File: config.mk
export PLATFORM = sky130hd
export DESIGN_NAME = auto_player
export DESIGN_NICKNAME = d
export VERILOG_FILES = /design/src/rtl/auto_player.sv
export SDC_FILE = /design/constraint.sdc
export NUM_CORES = 1
export LEC_CHECK = 0
export ABC_AREA = 1
export CORE_ASPECT_RATIO = 1.25
export CORE_UTILIZATION = 40
export CTS_CLUSTER_SIZE = 30
export DETAILED_ROUTE_END_ITERATION = 6
export MAX_ROUTING_LAYER = met4
export PLACE_DENSITY = 0.61
export RECOVER_POWER = 25
export SYNTH_ARGS = -nofsm -noshare
export SYNTH_HDL_FRONTEND = slang
export SYNTH_SLANG_ARGS = --single-unit
File: constraint.sdc
create_clock -name clk -period 8.4 [get_ports clk]
set_clock_uncertainty 0.2 [all_clocks]
set_input_delay 1.68 -clock clk [delete_from_list [all_inputs] [get_ports clk]]
set_output_delay 1.68 -clock clk [all_outputs]
set_load 0.01 [all_outputs]
File: src/rtl/auto_player.sv
// Automated second player: snapshots the board on its turn, scans the eight lines,
// picks a move by fixed priority and drives a timed one-hot button press.
module auto_player #(
    parameter int unsigned PRESS_CYCLES = 4,
    parameter int unsigned ACK_TIMEOUT  = 16
) (
    input  logic       clk,
    input  logic       reset,
    input  logic       enable,
    input  logic       my_turn,
    input  logic       game_over,
    input  logic [8:0] own_cells,
    input  logic [8:0] opp_cells,
    output logic [8:0] btn,
    output logic       busy,
    output logic [3:0] move_idx,
    output logic       error
);

    localparam int unsigned N_CELLS = 9;
    localparam int unsigned IDX_W   = 4;
    localparam int unsigned LINE_W  = 3;
    localparam int unsigned CNT_W   = 8;

    localparam logic [2:0] ST_IDLE      = 3'd0;
    localparam logic [2:0] ST_SCAN      = 3'd1;
    localparam logic [2:0] ST_DECIDE    = 3'd2;
    localparam logic [2:0] ST_PRESS     = 3'd3;
    localparam logic [2:0] ST_WAIT_ACK  = 3'd4;
    localparam logic [2:0] ST_WAIT_TURN = 3'd5;

    logic [2:0]         state, state_nxt;
    logic [N_CELLS-1:0] snap_own, snap_own_nxt;
    logic [N_CELLS-1:0] snap_opp, snap_opp_nxt;
    logic               win_vld, win_vld_nxt;
    logic [IDX_W-1:0]   win_idx, win_idx_nxt;
    logic               blk_vld, blk_vld_nxt;
    logic [IDX_W-1:0]   blk_idx, blk_idx_nxt;
    logic [LINE_W-1:0]  line_cnt, line_cnt_nxt;
    logic [CNT_W-1:0]   cnt, cnt_nxt;
    logic [N_CELLS-1:0] btn_nxt;
    logic               busy_nxt;
    logic [IDX_W-1:0]   move_nxt;
    logic               error_nxt;

    // Cell indices of each line, packed {c2, c1, c0}.
    function automatic logic [3*IDX_W-1:0] line_cells(input logic [LINE_W-1:0] l);
        case (l)
            3'd0:    line_cells = {4'd2, 4'd1, 4'd0};
            3'd1:    line_cells = {4'd5, 4'd4, 4'd3};
            3'd2:    line_cells = {4'd8, 4'd7, 4'd6};
            3'd3:    line_cells = {4'd6, 4'd3, 4'd0};
            3'd4:    line_cells = {4'd7, 4'd4, 4'd1};
            3'd5:    line_cells = {4'd8, 4'd5, 4'd2};
            3'd6:    line_cells = {4'd8, 4'd4, 4'd0};
            default: line_cells = {4'd6, 4'd4, 4'd2};
        endcase
    endfunction

    logic [3*IDX_W-1:0] cells;
    logic [IDX_W-1:0]   c0, c1, c2, empty_idx;
    logic [1:0]         own_n, opp_n;
    logic               line_win, line_blk;
    logic [N_CELLS-1:0] empties;
    logic               dec_vld;
    logic [IDX_W-1:0]   dec_idx;

    // Current line evaluation against the snapshot.
    always_comb begin
        cells = line_cells(line_cnt);
        c0    = cells[IDX_W-1:0];
        c1    = cells[2*IDX_W-1:IDX_W];
        c2    = cells[3*IDX_W-1:2*IDX_W];
        own_n = {1'b0, snap_own[c0]} + {1'b0, snap_own[c1]} + {1'b0, snap_own[c2]};
        opp_n = {1'b0, snap_opp[c0]} + {1'b0, snap_opp[c1]} + {1'b0, snap_opp[c2]};
        if (!snap_own[c0] && !snap_opp[c0])      empty_idx = c0;
        else if (!snap_own[c1] && !snap_opp[c1]) empty_idx = c1;
        else                                     empty_idx = c2;
        line_win = (own_n == 2'd2) && (opp_n == 2'd0);
        line_blk = (opp_n == 2'd2) && (own_n == 2'd0);
    end

    // Move priority: win, block, centre, corners a c g i, edges b d f h.
    always_comb begin
        empties = ~(snap_own | snap_opp);
        dec_vld = 1'b1;
        dec_idx = '0;
        if (win_vld)         dec_idx = win_idx;
        else if (blk_vld)    dec_idx = blk_idx;
        else if (empties[4]) dec_idx = 4'd4;
        else if (empties[0]) dec_idx = 4'd0;
        else if (empties[2]) dec_idx = 4'd2;
        else if (empties[6]) dec_idx = 4'd6;
        else if (empties[8]) dec_idx = 4'd8;
        else if (empties[1]) dec_idx = 4'd1;
        else if (empties[3]) dec_idx = 4'd3;
        else if (empties[5]) dec_idx = 4'd5;
        else if (empties[7]) dec_idx = 4'd7;
        else                 dec_vld = 1'b0;
    end

    always_comb begin
        state_nxt    = state;
        snap_own_nxt = snap_own;
        snap_opp_nxt = snap_opp;
        win_vld_nxt  = win_vld;
        win_idx_nxt  = win_idx;
        blk_vld_nxt  = blk_vld;
        blk_idx_nxt  = blk_idx;
        line_cnt_nxt = line_cnt;
        cnt_nxt      = cnt;
        btn_nxt      = '0;
        move_nxt     = move_idx;
        error_nxt    = error;

        case (state)
            ST_IDLE: begin
                if (enable && my_turn && !game_over) begin
                    snap_own_nxt = own_cells;
                    snap_opp_nxt = opp_cells;
                    win_vld_nxt  = 1'b0;
                    win_idx_nxt  = '0;
                    blk_vld_nxt  = 1'b0;
                    blk_idx_nxt  = '0;
                    line_cnt_nxt = '0;
                    state_nxt    = ST_SCAN;
                end
            end
            ST_SCAN: begin
                if (line_win && !win_vld) begin
                    win_vld_nxt = 1'b1;
                    win_idx_nxt = empty_idx;
                end
                if (line_blk && !blk_vld) begin
                    blk_vld_nxt = 1'b1;
                    blk_idx_nxt = empty_idx;
                end
                line_cnt_nxt = line_cnt + 3'd1;
                if (line_cnt == 3'd7) state_nxt = ST_DECIDE;
            end
            ST_DECIDE: begin
                if (dec_vld) begin
                    move_nxt  = dec_idx;
                    cnt_nxt   = '0;
                    state_nxt = ST_PRESS;
                end else begin
                    error_nxt = 1'b1;
                    state_nxt = ST_IDLE;
                end
            end
            ST_PRESS: begin
                if (cnt < CNT_W'(PRESS_CYCLES)) begin
                    btn_nxt = N_CELLS'(1) << move_idx;
                    cnt_nxt = cnt + 8'd1;
                end else begin
                    cnt_nxt   = '0;
                    state_nxt = ST_WAIT_ACK;
                end
            end
            ST_WAIT_ACK: begin
                if (own_cells[move_idx]) begin
                    state_nxt = ST_WAIT_TURN;
                end else if (opp_cells[move_idx] || (cnt == CNT_W'(ACK_TIMEOUT - 1))) begin
                    error_nxt = 1'b1;
                    state_nxt = ST_IDLE;
                end else begin
                    cnt_nxt = cnt + 8'd1;
                end
            end
            ST_WAIT_TURN: begin
                if (!my_turn) state_nxt = ST_IDLE;
            end
            default: state_nxt = ST_IDLE;
        endcase

        // Abort wins over everything and never raises error.
        if ((state != ST_IDLE) && (game_over || !enable)) begin
            state_nxt = ST_IDLE;
            btn_nxt   = '0;
            error_nxt = error;
        end

        busy_nxt = (state_nxt != ST_IDLE);
    end

    always_ff @(posedge clk or negedge reset) begin
        if (!reset) begin
            state    <= ST_IDLE;
            snap_own <= '0;
            snap_opp <= '0;
            win_vld  <= 1'b0;
            win_idx  <= '0;
            blk_vld  <= 1'b0;
            blk_idx  <= '0;
            line_cnt <= '0;
            cnt      <= '0;
            btn      <= '0;
            busy     <= 1'b0;
            move_idx <= '0;
            error    <= 1'b0;
        end else begin
            state    <= state_nxt;
            snap_own <= snap_own_nxt;
            snap_opp <= snap_opp_nxt;
            win_vld  <= win_vld_nxt;
            win_idx  <= win_idx_nxt;
            blk_vld  <= blk_vld_nxt;
            blk_idx  <= blk_idx_nxt;
            line_cnt <= line_cnt_nxt;
            cnt      <= cnt_nxt;
            btn      <= btn_nxt;
            busy     <= busy_nxt;
            move_idx <= move_nxt;
            error    <= error_nxt;
        end
    end

endmodule

### Word level (Yosys, flattened, before mapping)

Cells that the tools add are included.

* mux-type cells: 74
* bitwise logic cells: 3
* equal/unequal tests: 23
* $lt $le $gt $ge: 5
* shifts and indexed selects: 1
* reduce and logical (&&, ||, !) cells: 35
* add/subtract/negate cells: 6

Operator list (count)
* one-hot mux 12 bit (7 select lines): 1
* two-way mux 4 bit: 12
* two-way mux 3 bit: 12
* binary-select mux 1 bit (select 4 bit): 8
* two-way mux 8 bit: 4
* two-way mux 9 bit: 3
* two-way mux 1 bit: 25
* one-hot mux 8 bit (3 select lines): 1
* less-than comparator 4 x 5 -> 1 bit, second input constant: 4
* == test 3 bit, second input constant: 6
* one-hot mux 3 bit (6 select lines): 1
* inequality test 2 bit, second input constant: 8
* one-hot mux 4 bit (2 select lines): 2
* == test 3 x 2 -> 1 bit, second input constant: 4
* logical AND 1 bit: 9
* NOT 9 bit: 1
* OR 9 bit: 1
* nonzero test 3 bit: 3
* << shifter 1 x 4 -> 9 bit, first input constant: 1
* adder 8 x 1 -> 8 bit, second input constant: 1
* == test 8 x 4 -> 1 bit, second input constant: 1
* logical NOT 1 bit: 8
* less-than comparator 8 x 3 -> 1 bit, second input constant: 1
* == test 3 x 1 -> 1 bit, second input constant: 2
* 16 further kinds: 28

* output and inout port bits: 15
* register bits after elaboration: 57
* logic and storage cells: 160

### Longest topological paths before layout

* depth after elaboration: 17
* gate-level depth with buffers: 19
* mapped depth without buffers: 19

### Worst setup path after synthesis

No wires, ideal clock.

* kind: reg-to-reg
* start: reg line_cnt[1]
* end: reg win_idx[3]
* period minus slack after synthesis: 2.937 ns
* stages on the path, launching flop included: 18
* setup slack: 5.463 ns
* arrival: 2.613 ns
* cell sequence: dfrtp_1 -> inv_1 -> ha_1 -> nor2_2 -> nand3_2 -> nand2_2 -> inv_1 -> nand2_1 -> nand3_1 -> nand2_2 -> inv_1 -> fa_1 -> inv_1 -> nand4_1 -> nor3_1 -> or2_2 -> inv_1 -> o21ai_1

* word-level cells in the longest chain between the ends: 11

RTL lines
* from (decl): line 39 `logic [LINE_W-1:0] line_cnt, line_cnt_nxt;`
* from (signal assigned): line 209 `line_cnt <= line_cnt_nxt;`
* == test 3 bit, or another cell as far along: line 48 `case (l)`
* one-hot mux 12 bit (7 select lines) (*): line 48
* binary-select mux 1 bit (select 4 bit), on equally long branches
* two-way mux 1 bit, on equally long branches
* adder 1 x 1 -> 2 bit, on equally long branches: line 74, 75
* adder 2 x 1 -> 2 bit, on equally long branches: line 74, 75
* == test 2 bit / logical NOT 2 bit (equally long branches): line 79 `line_win = (own_n == 2'd2) && (opp_n == 2'd0);`
* logical AND 1 bit: line 79
* logical AND 1 bit: line 130 `if (line_win && !win_vld) begin`
* inequality test 2 bit (no source line)
* AND reduction 3 bit (no source line)
* to (signal assigned): line 206 `win_idx <= win_idx_nxt;`
* to (decl): line 36 `logic [IDX_W-1:0] win_idx, win_idx_nxt;`

Every way passes the cells marked *; elsewhere a longest branch is shown, timed or not. The select of a mux whose other input is x is not followed.
A chain may end at the register's enable or synchronous reset.

==> flow_summary.ini <==
[grt]
grt_pass1_wl_um = 15600
grt_overflow = 0
grt_max_degree = 58
antenna_found_initial = 0
grt_usage_pct = 22.8
first_global_vias = 3245

[flow_run]
max-cap-violations = 1

[floorplanning]
placementRows = 37
start_util_pct = 41.6
die_h_um = 106
die_area_um2 = 9050
num_io_pins = 38
die_w_um = 85.3
core_um2 = 8330

[setup_path]
cp_top_family = buffers and inverters
crit_required_ps = 8000
slowest_delay_ps = 2080
cp_num_buf_inv = 2
endpoint_kind = async pin
path_cells = buf_2, clkbuf_1
cp.arrival_ps = 3870
critPathMaxFanout = 57
crit_path_start_kind = primary input
critical_path_class = in -> async
critPathSlowestCell = clkbuf_1

[finish]
fillers = 850
final_core_util_pct = 49.7
antenna_cells = 0
layout-drive-gt1-share_pct = 8.68
fin_nets = 557
area_growth_pct = 19.4

[timing]
slew_headroom_pct = -97.2
min_period_ps = 4270
setup_viol = 0
fin_setup_tns_ps = 0
slew_viol_final = 58
fin_hold_ws_ps = 292
fmax_mhz = 234
hold_viol_final = 0
period_share_pct = 50.8
tightest_slew_ps = 2960
rsz0062_at_grt = no

[clocking]
clk_path_buf_depth = 2
cts_setup_buffers = 0
numCtsBuffers = 9
clk_latency_ps = 350
htree_levels = 3
cts_tree = done
clk_pin_slew_ps = 60
clock_sinks = 57
holdBufCountCts = 0
cts-root-buf = clkbuf_8
cts_resized = 0

[synth]
syn_area_um2 = 3470
ys_warn_count = 0
synth_area_leaders = dfrtp_1 (41%), nand2_1 (15%), inv_1 (6.6%), nand3_1 (5.6%), o21ai_0 (5.5%)
async_flop_share_pct = 100
ys_seq_elements = 57
ys_types = 35
synthMostInstantiatedCell = nand2_1
ys_top_cells_by_count = nand2_1 (142), inv_1 (61), dfrtp_1 (57), nor2_1 (42), nand3_1 (39)
synth_edf_count = 0
synth_seq_area_share_pct = 41.1
synth_top_area_share_pct = 41.1
avgSynthCellArea_um2 = 7.21
synthCells = 481
synth_nets = 513
post-synth-top-area-cell = dfrtp_1
synth_ff_type = dfrtp_1

[routing]
dr.pass1.iters = 4
drc = 0
drtIter0Drc = 170
viasPerCell = 5.17
drt_wl_total_um = 9180
route.detailed.wl_per_inst_um = 14.6
ant_nets = 0
via_count = 3244

[placement]
io_buffers = 37
hpwlAfterDp_um = 7250
gp_congestion = 0.827

[power]
p_leak_nw = 2.08
p_sw_uw = 852
combPwrFrac_pct = 57.1
vdd_drop_max_uv = 175
internal-power_uw = 873
clkPwrFrac_pct = 16.2
p_seq_share_pct = 26.7
switching_share_pct = 49.4
power_density_nw_per_um2 = 417

[outcome]
violations = max-capacitance violations, max-slew violations
status = finished with violations

[worst_hold_path]
hp-class = reg -> reg
-- sequential cells by signal, summed over array words and instances, names as in the netlist --
signal and flops:
busy 1, line_cnt 3, blk_idx 4, move_idx 4
win_vld 1, state 3, error 1, blk_vld 1
win_idx 4, snap_own 9, cnt 8, snap_opp 9
btn 9
-- path summary, 6_finish.rpt --
check                                 start           to  slack, ps  cells after the start
worst max-delay path                  reset      blk_vld       4130                      2
worst min-delay path             blk_idx[0]   blk_idx[0]        290                      2
worst max register to register  line_cnt[1]   blk_idx[0]       4990                     16
worst min register to register   blk_idx[0]   blk_idx[0]        290                      2
max in group clk                     enable   blk_idx[0]       4690                      7
min in group asynchronous             reset  snap_own[6]       2180                      2
-- per-layer routing --
| layer | routed length, µm | global-route usage, % |
|---|---|---|
| met1 | 4090 | 28.4 |
| met2 | 4550 | 37.2 |
| met3 | 310 | 4.19 |
| met4 | 232 | 8.69 |
| met5 | 0 | - |
-- metrics by stage --
| step | cell area, µm² | instances | worst slack [ps] | total power [mW] |
|---|---|---|---|---|
| final | 4140 | 627 | 4130 | 1.73 |
| after global routing | 4140 | 627 | 3310 | 1.89 |
| after floorplan | 3470 | 481 | 5460 | 1.17 |
| after detailed placement | 3930 | 611 | 4320 | 1.44 |
| after CTS | 4150 | 627 | 4690 | 1.73 |
| after global placement | 3930 | 611 | 4450 | 1.43 |
-- logic make-up (layout without fill, tap and decap cells) --
| logic type | after synthesis | count (layout) | synth area share, % |
|---|---|---|---|
| simple gates | 265 | 265 | 34.1 |
| compound gates | 77 | 77 | 12.5 |
| buf+inv | 70 | 119 | 7.86 |
| flops | 57 | 57 | 41.1 |
| fa+ha+maj | 9 | 9 | 3.68 |
| xor+xnor | 3 | 3 | 0.758 |
-- cell type report --
type                       count  area [µm²]  share of cell area [%]
multi-input combinational    354        1770                    42.7
sequential                    57        1430                    34.4
timing repair buffer          38         369                    8.91
inverter                      65         244                    5.89
clock buffer                  11         131                    3.17
tap                           97         121                    2.93
clock inverter                 5        80.1                    1.93
-- cell usage in the layout (no fill, tap or decap), types with 2 or more instances in the layout --
cell type / n
o21ai_2: 4
o21ai_0: 38
nor2_2: 3
nand2_4: 3
or2_2: 3
o21ai_1: 5
clkdlybuf4s50_1: 36
o22ai_1: 5
nor3_1: 5
ha_1: 7
fa_1: 2
inv_1: 61
nor2_1: 42
nand3_1: 39
clkbuf_1: 3
a22oi_1: 4
nand2_2: 9
o211ai_1: 2
nand4_1: 11
nand2_1: 142
xor2_1: 3
bufinv_16: 2
clkinvlp_4: 2
nand3b_1: 3
clkbuf_8: 9
dfrtp_1: 57
a21oi_1: 15
inv_2: 4
-- power by group through the flow --
stage,Clock (mW),Combinational (mW),Sequential (mW)
after floorplan,0,0.728,0.442
after global placement,0,0.965,0.463
after detailed placement,0,0.973,0.465
after CTS,0.286,0.979,0.460
after global routing,0.300,1.12,0.476
final,0.280,0.985,0.461
No activity file was read; power rests on OpenSTA's default activity.
==> patch 1: new RTL, config.mk and constraints unchanged <==
`LINE_W`: 3 -> 6.
--- a/src/rtl/auto_player.sv
+++ b/src/rtl/auto_player.sv
@@ -19,7 +19,7 @@
 
     localparam int unsigned N_CELLS = 9;
     localparam int unsigned IDX_W   = 4;
-    localparam int unsigned LINE_W  = 3;
+    localparam int unsigned LINE_W  = 6;
     localparam int unsigned CNT_W   = 8;
 
     localparam logic [2:0] ST_IDLE      = 3'd0;
Formal check against the unedited RTL: same outputs for any inputs over 10 cycles, from zero or initial values and one cycle with reset low; that may be too few to reach the edited logic, so the function may still have changed.
==> patch 1 against the unedited design <==
Sequential cell count is 3 higher; the run still ends with max-capacitance violations, max-slew violations left; combinational power increased by 5%; largest cell class unchanged; non-clock buffer count up 2; first-iteration DRC count grew 35%; wire length is 10% higher; via count is 7.6% higher; highest routed layer unchanged; setup slack worse by 0.19 ns; design area is 4.6% higher; total power about the same; synthesized area increased by 5.8%; critical path type unchanged; sequential share of layout area grew 0.22 points.
==> patch 1: results (changes against the unedited design) <==
stage;metric;value;unit;change
place;dpl cell area;4170;um2;was 3930 um2
drt;final WL;10100;um;was 9180 um
drt;met3 WL post-DR;299;um;was 310 um
power_and_ir_drop;Clock group;0.233;mW;was 0.280 mW
job;Max-cap violations;1;;unchanged
synthesis;synth cell count leaders;138 x nand2_1, 73 x inv_1, 62 x nor2_1;;was 142 x nand2_1, 61 x inv_1, 57 x dfrtp_1
synthesis;leading post-synthesis cells by cell area;dfrtp_1 41%, nand2_1 14%, inv_1 7.5%, nor2_1 6.3%, nand3_1 6.3%;;was dfrtp_1 41%, nand2_1 15%, inv_1 6.6%, nand3_1 5.6%, o21ai_0 5.5%
place;routability cong.;0.913;;was 0.827
run_status;status;complete, but fails checks;;unchanged
clocking;Clock Latency Late Sink;0.35;ns;about the same
drt;WL met2;5160;um;was 4550 um
power_and_ir_drop;Worst VDD drop;0.168;mV;was 0.175 mV
global_routing;first-pass GRT wire length;16700;um;was 15600 um
cells_and_area;Final nets;591;;was 557
setup_path;worst-path fanout max;60;;was 57
drt;initial DRC count;229;;was 170
sta;Slew Viols, Final;61;;was 58
drt;vias per cell;5.10;;was 5.17
synthesis;net count after synthesis;548;;was 513
clocking;setup bufs post-CTS;0;;unchanged
global_routing;vias in the first global route;3370;;was 3245
power_and_ir_drop;P_sw;0.877;mW;was 0.852 mW
synthesis;Synth Instances;518;;was 481
power_and_ir_drop;Final Total Pwr;1.72;mW;was 1.73 mW
sta;Max transition margin;-111;%;was -97.2%
power_and_ir_drop;comb pwr;1.03;mW;was 0.985 mW
place;Inst Count DP;670;;was 611
global_routing;gr usage total;24.3;%;was 22.8%
place;dpl ws;4.51;ns;was 4.32 ns
drt;M1 WL;4340;um;was 4090 um
global_routing;initial antenna violation count;0;;unchanged
run_status;failing checks;max-capacitance violations, max-slew violations;;unchanged
synthesis;post-synthesis sequential area ratio;40.9;%;was 41.1%
worst_hold_path;min-delay src;win_idx[0]$_DFFE_PN0P_;;was blk_idx[0]$_DFFE_PN0P_
cells_and_area;share of cells above drive strength 1;6.19;%;was 8.68%
synthesis;synth warn;0;;unchanged
global_routing;pin count of the biggest net entering global routing;61;;was 58
place;dpl hpwl;7800;um;was 7250 um
setup_path;FF-to-FF Start;line_cnt[0]$_DFFE_PN0P_;;was line_cnt[1]$_DFFE_PN0P_
setup_path;Largest stage delay, worst path;2.22;ns;was 2.08 ns
setup_path;WP data arrival;4.01;ns;was 3.87 ns
power_and_ir_drop;Pleak;2.25;nW;was 2.08 nW
drt;Wirelength per Cell;14.8;um;was 14.6 um
-- patch 1: cell count changes in the layout (fill, tap and decap cells not counted), moves of 4 or more --
| cell | change |
|---|---|
| inv_1 | +12 |
| nand2_1 | -4 |
| nand2_2 | -5 |
| nand3_1 | +7 |
| nand3_2 | +5 |
| nor2_1 | +20 |
| o21ai_0 | +6 |
| o21ai_1 | -5 |
| xor2_1 | +4 |
-- patch 1: final timing paths --
| check | end | slack (ns) | cells past startpoint |
|---|---|---|---|
| min reg2reg | win_idx[0]$_DFFE_PN0P_ | 0.28 | 2 |
| max in group clk | win_idx[0]$_DFFE_PN0P_ | 4.52 | 20 |
| max reg2reg | win_idx[0]$_DFFE_PN0P_ | 4.52 | 20 |
| min | win_idx[0]$_DFFE_PN0P_ | 0.28 | 2 |
| min in group asynchronous | cnt[3]$_DFFE_PN0P_ | 2.27 | 2 |
| max | btn[2]$_DFF_PN0_ | 3.94 | 2 |
-- patch 1: area by class of cell --
cell class | instances | area (um2)
Fill cell | 897 | 4460
Multi-Input combinational cell | 376 | 1850
Timing Repair Buffer | 40 | 384
Clock inverter | 2 | 10.0
Clock buffer | 13 | 159
Tap cell | 120 | 150
Sequential cell | 60 | 1500
Inverter | 74 | 278
-- patch 1: cells by family (layout without fill, tap and decap cells) --
| logic type | count (synthesis) | in the layout | share of synthesized area, % |
|---|---|---|---|
| xor+xnor | 7 | 7 | 1.67 |
| flops | 60 | 60 | 40.9 |
| fa+ha+maj | 7 | 7 | 2.79 |
| compound gates | 81 | 81 | 12.6 |
| buf+inv | 82 | 129 | 8.73 |
| simple gates | 281 | 281 | 33.3 |
-- patch 1: per-layer routing --
layer | GRT usage, % | up-vias
li1 | - | 1772
met4 | 9.72 | 0
met3 | 5.00 | 23
met2 | 41.4 | 66
met1 | 27.9 | 1630
met5 | - | -
==> patch 2: new RTL, same settings <==
Without the edit above. Reset style: synchronous (`reset`), changed in one clocked block.
--- a/src/rtl/auto_player.sv
+++ b/src/rtl/auto_player.sv
@@ -183,7 +183,7 @@
         busy_nxt = (state_nxt != ST_IDLE);
     end
 
-    always_ff @(posedge clk or negedge reset) begin
+    always_ff @(posedge clk) begin
         if (!reset) begin
             state    <= ST_IDLE;
             snap_own <= '0;
Formal check against the unedited RTL: differs if reset is asserted again (counterexample within 4 cycles, from zero or initial values and one cycle with reset low); with reset held inactive, the same outputs for 10 cycles.
==> patch 2 against the unedited design <==
Design area decreased by 1.2%; fmax rose by 15%; synthesized cell count is 4.6% higher; synthesized area shrank 0.58%; wire length decreased by 1.1%; setup slack better by 0.55 ns; sequential cell count unchanged; first-iteration DRC count up 1.2%; utilization shrank 0.33 points.
Power is not compared: it rests on default switching activity, and its combinational part moved more than twofold at a synthesized area within 25%.
==> patch 2: results (changes against the unedited design) <==
stage;metric;value;unit;change
run_status;status;finished, final reports clean;;was complete, but fails checks
drt;Wirelength per Cell;14.1;um;was 14.6 um
sta;Slew @ Worst Pin;1.01;ns;was 2.96 ns
synthesis;leading post-synthesis cells by cell area;dfxtp_1 33%, nand2_1 11%, nor2_1 6.9%, o21ai_0 6.5%, nand3_1 6.0%;;was dfrtp_1 41%, nand2_1 15%, inv_1 6.6%, nand3_1 5.6%, o21ai_0 5.5%
global_routing;GRT met3 Usage;3.29;%;was 4.19%
synthesis;synth cell count leaders;98 x nand2_1, 63 x nor2_1, 57 x dfxtp_1;;was 142 x nand2_1, 61 x inv_1, 57 x dfrtp_1
setup_path;Largest stage delay, worst path;1.20;ns;was 2.08 ns
synthesis;net count after synthesis;534;;was 513
synthesis;Top FF cell, synth;dfxtp_1;;was dfrtp_1
global_routing;GRT met1 Usage;25.7;%;was 28.4%
drt;met3 WL post-DR;295;um;was 310 um
global_routing;met2 Usage GRT;36.6;%;was 37.2%
cells_and_area;Fill cells;822;;was 850
global_routing;first-pass GRT wire length;15200;um;was 15600 um
setup_path;FF-to-FF Start;line_cnt[0]$_SDFFE_PN0P_;;was line_cnt[1]$_DFFE_PN0P_
synthesis;post-synthesis sequential area ratio;33.1;%;was 41.1%
place;dpl cell area;3890;um2;was 3930 um2
synthesis;async set or reset register ratio after synthesis;0;%;was 100%
drt;M1 WL;4070;um;was 4090 um
setup_path;CP endpoint;busy$_SDFF_PN0_;;was blk_vld$_DFFE_PN0P_
worst_hold_path;Hold Path Sink;snap_opp[8]$_SDFFE_PN0P_;;was blk_idx[0]$_DFFE_PN0P_
setup_path;WP data arrival;3.80;ns;was 3.87 ns
drt;WL met2;4390;um;was 4550 um
setup_path;worst-path fanout max;35;;was 57
global_routing;vias in the first global route;3292;;was 3245
setup_path;Worst path slowest cell;dlygate4sd3_1;;was clkbuf_1
[patch 2: changes by cell type after synthesis, sizes merged, moves of 7 or more]
| cell | unedited run | this run |
|---|---|---|
| nand2 | 154 | 111 |
| a21oi | 15 | 38 |
| nor2 | 46 | 65 |
| nand3 | 40 | 49 |
| o21ai | 47 | 54 |
| dfxtp | 0 | 57 |
| dfrtp | 57 | 0 |
[patch 2: stage by stage]
step | hold slack, ns | utilization (%) | instances | setup slack [ns]
CTS | 0.284 | 49.4 | 644 | 4.78
finish | 0.282 | 49.4 | 644 | 4.69
detailed placement | 0.274 | 47.0 | 628 | 4.42
global route | 0.309 | 49.4 | 644 | 4.47
global placement | 0.268 | 47.0 | 628 | 4.53
floorplan | 0.244 | - | 503 | 5.35
[patch 2: layout make-up]
| cell class | instances | area (um2) | share of cell area, % |
|---|---|---|---|
| clock buffer | 11 | 141 | 3.46 |
| clock inverter | 5 | 55.1 | 1.35 |
| inverter | 63 | 236 | 5.78 |
| multi-input combinational | 373 | 2020 | 49.3 |
| sequential | 57 | 1140 | 27.9 |
| tap | 97 | 121 | 2.97 |
| timing repair buffer | 38 | 378 | 9.24 |
[patch 2: cells by family after synthesis]
| family | after synthesis | synth area share (%) |
|---|---|---|
| buffers and inverters | 73 | 8.38 |
| AOI/OAI and AO/OA | 111 | 19.2 |
| adders and majority gates | 8 | 3.34 |
| DFF | 57 | 33.1 |
| and+or+nand+nor | 249 | 34.8 |
| xor gates and xnor gates | 5 | 1.27 |
[patch 2: report_power, final]
| group | total (mW) | leakage [nW] | internal, mW | switching (mW) |
|---|---|---|---|---|
| clock network | 0.255 | 0.0953 | 0.144 | 0.111 |
| registers | 0.286 | 0.463 | 0.279 | 0.00762 |
| logic | 0.122 | 1.16 | 0.0452 | 0.0769 |
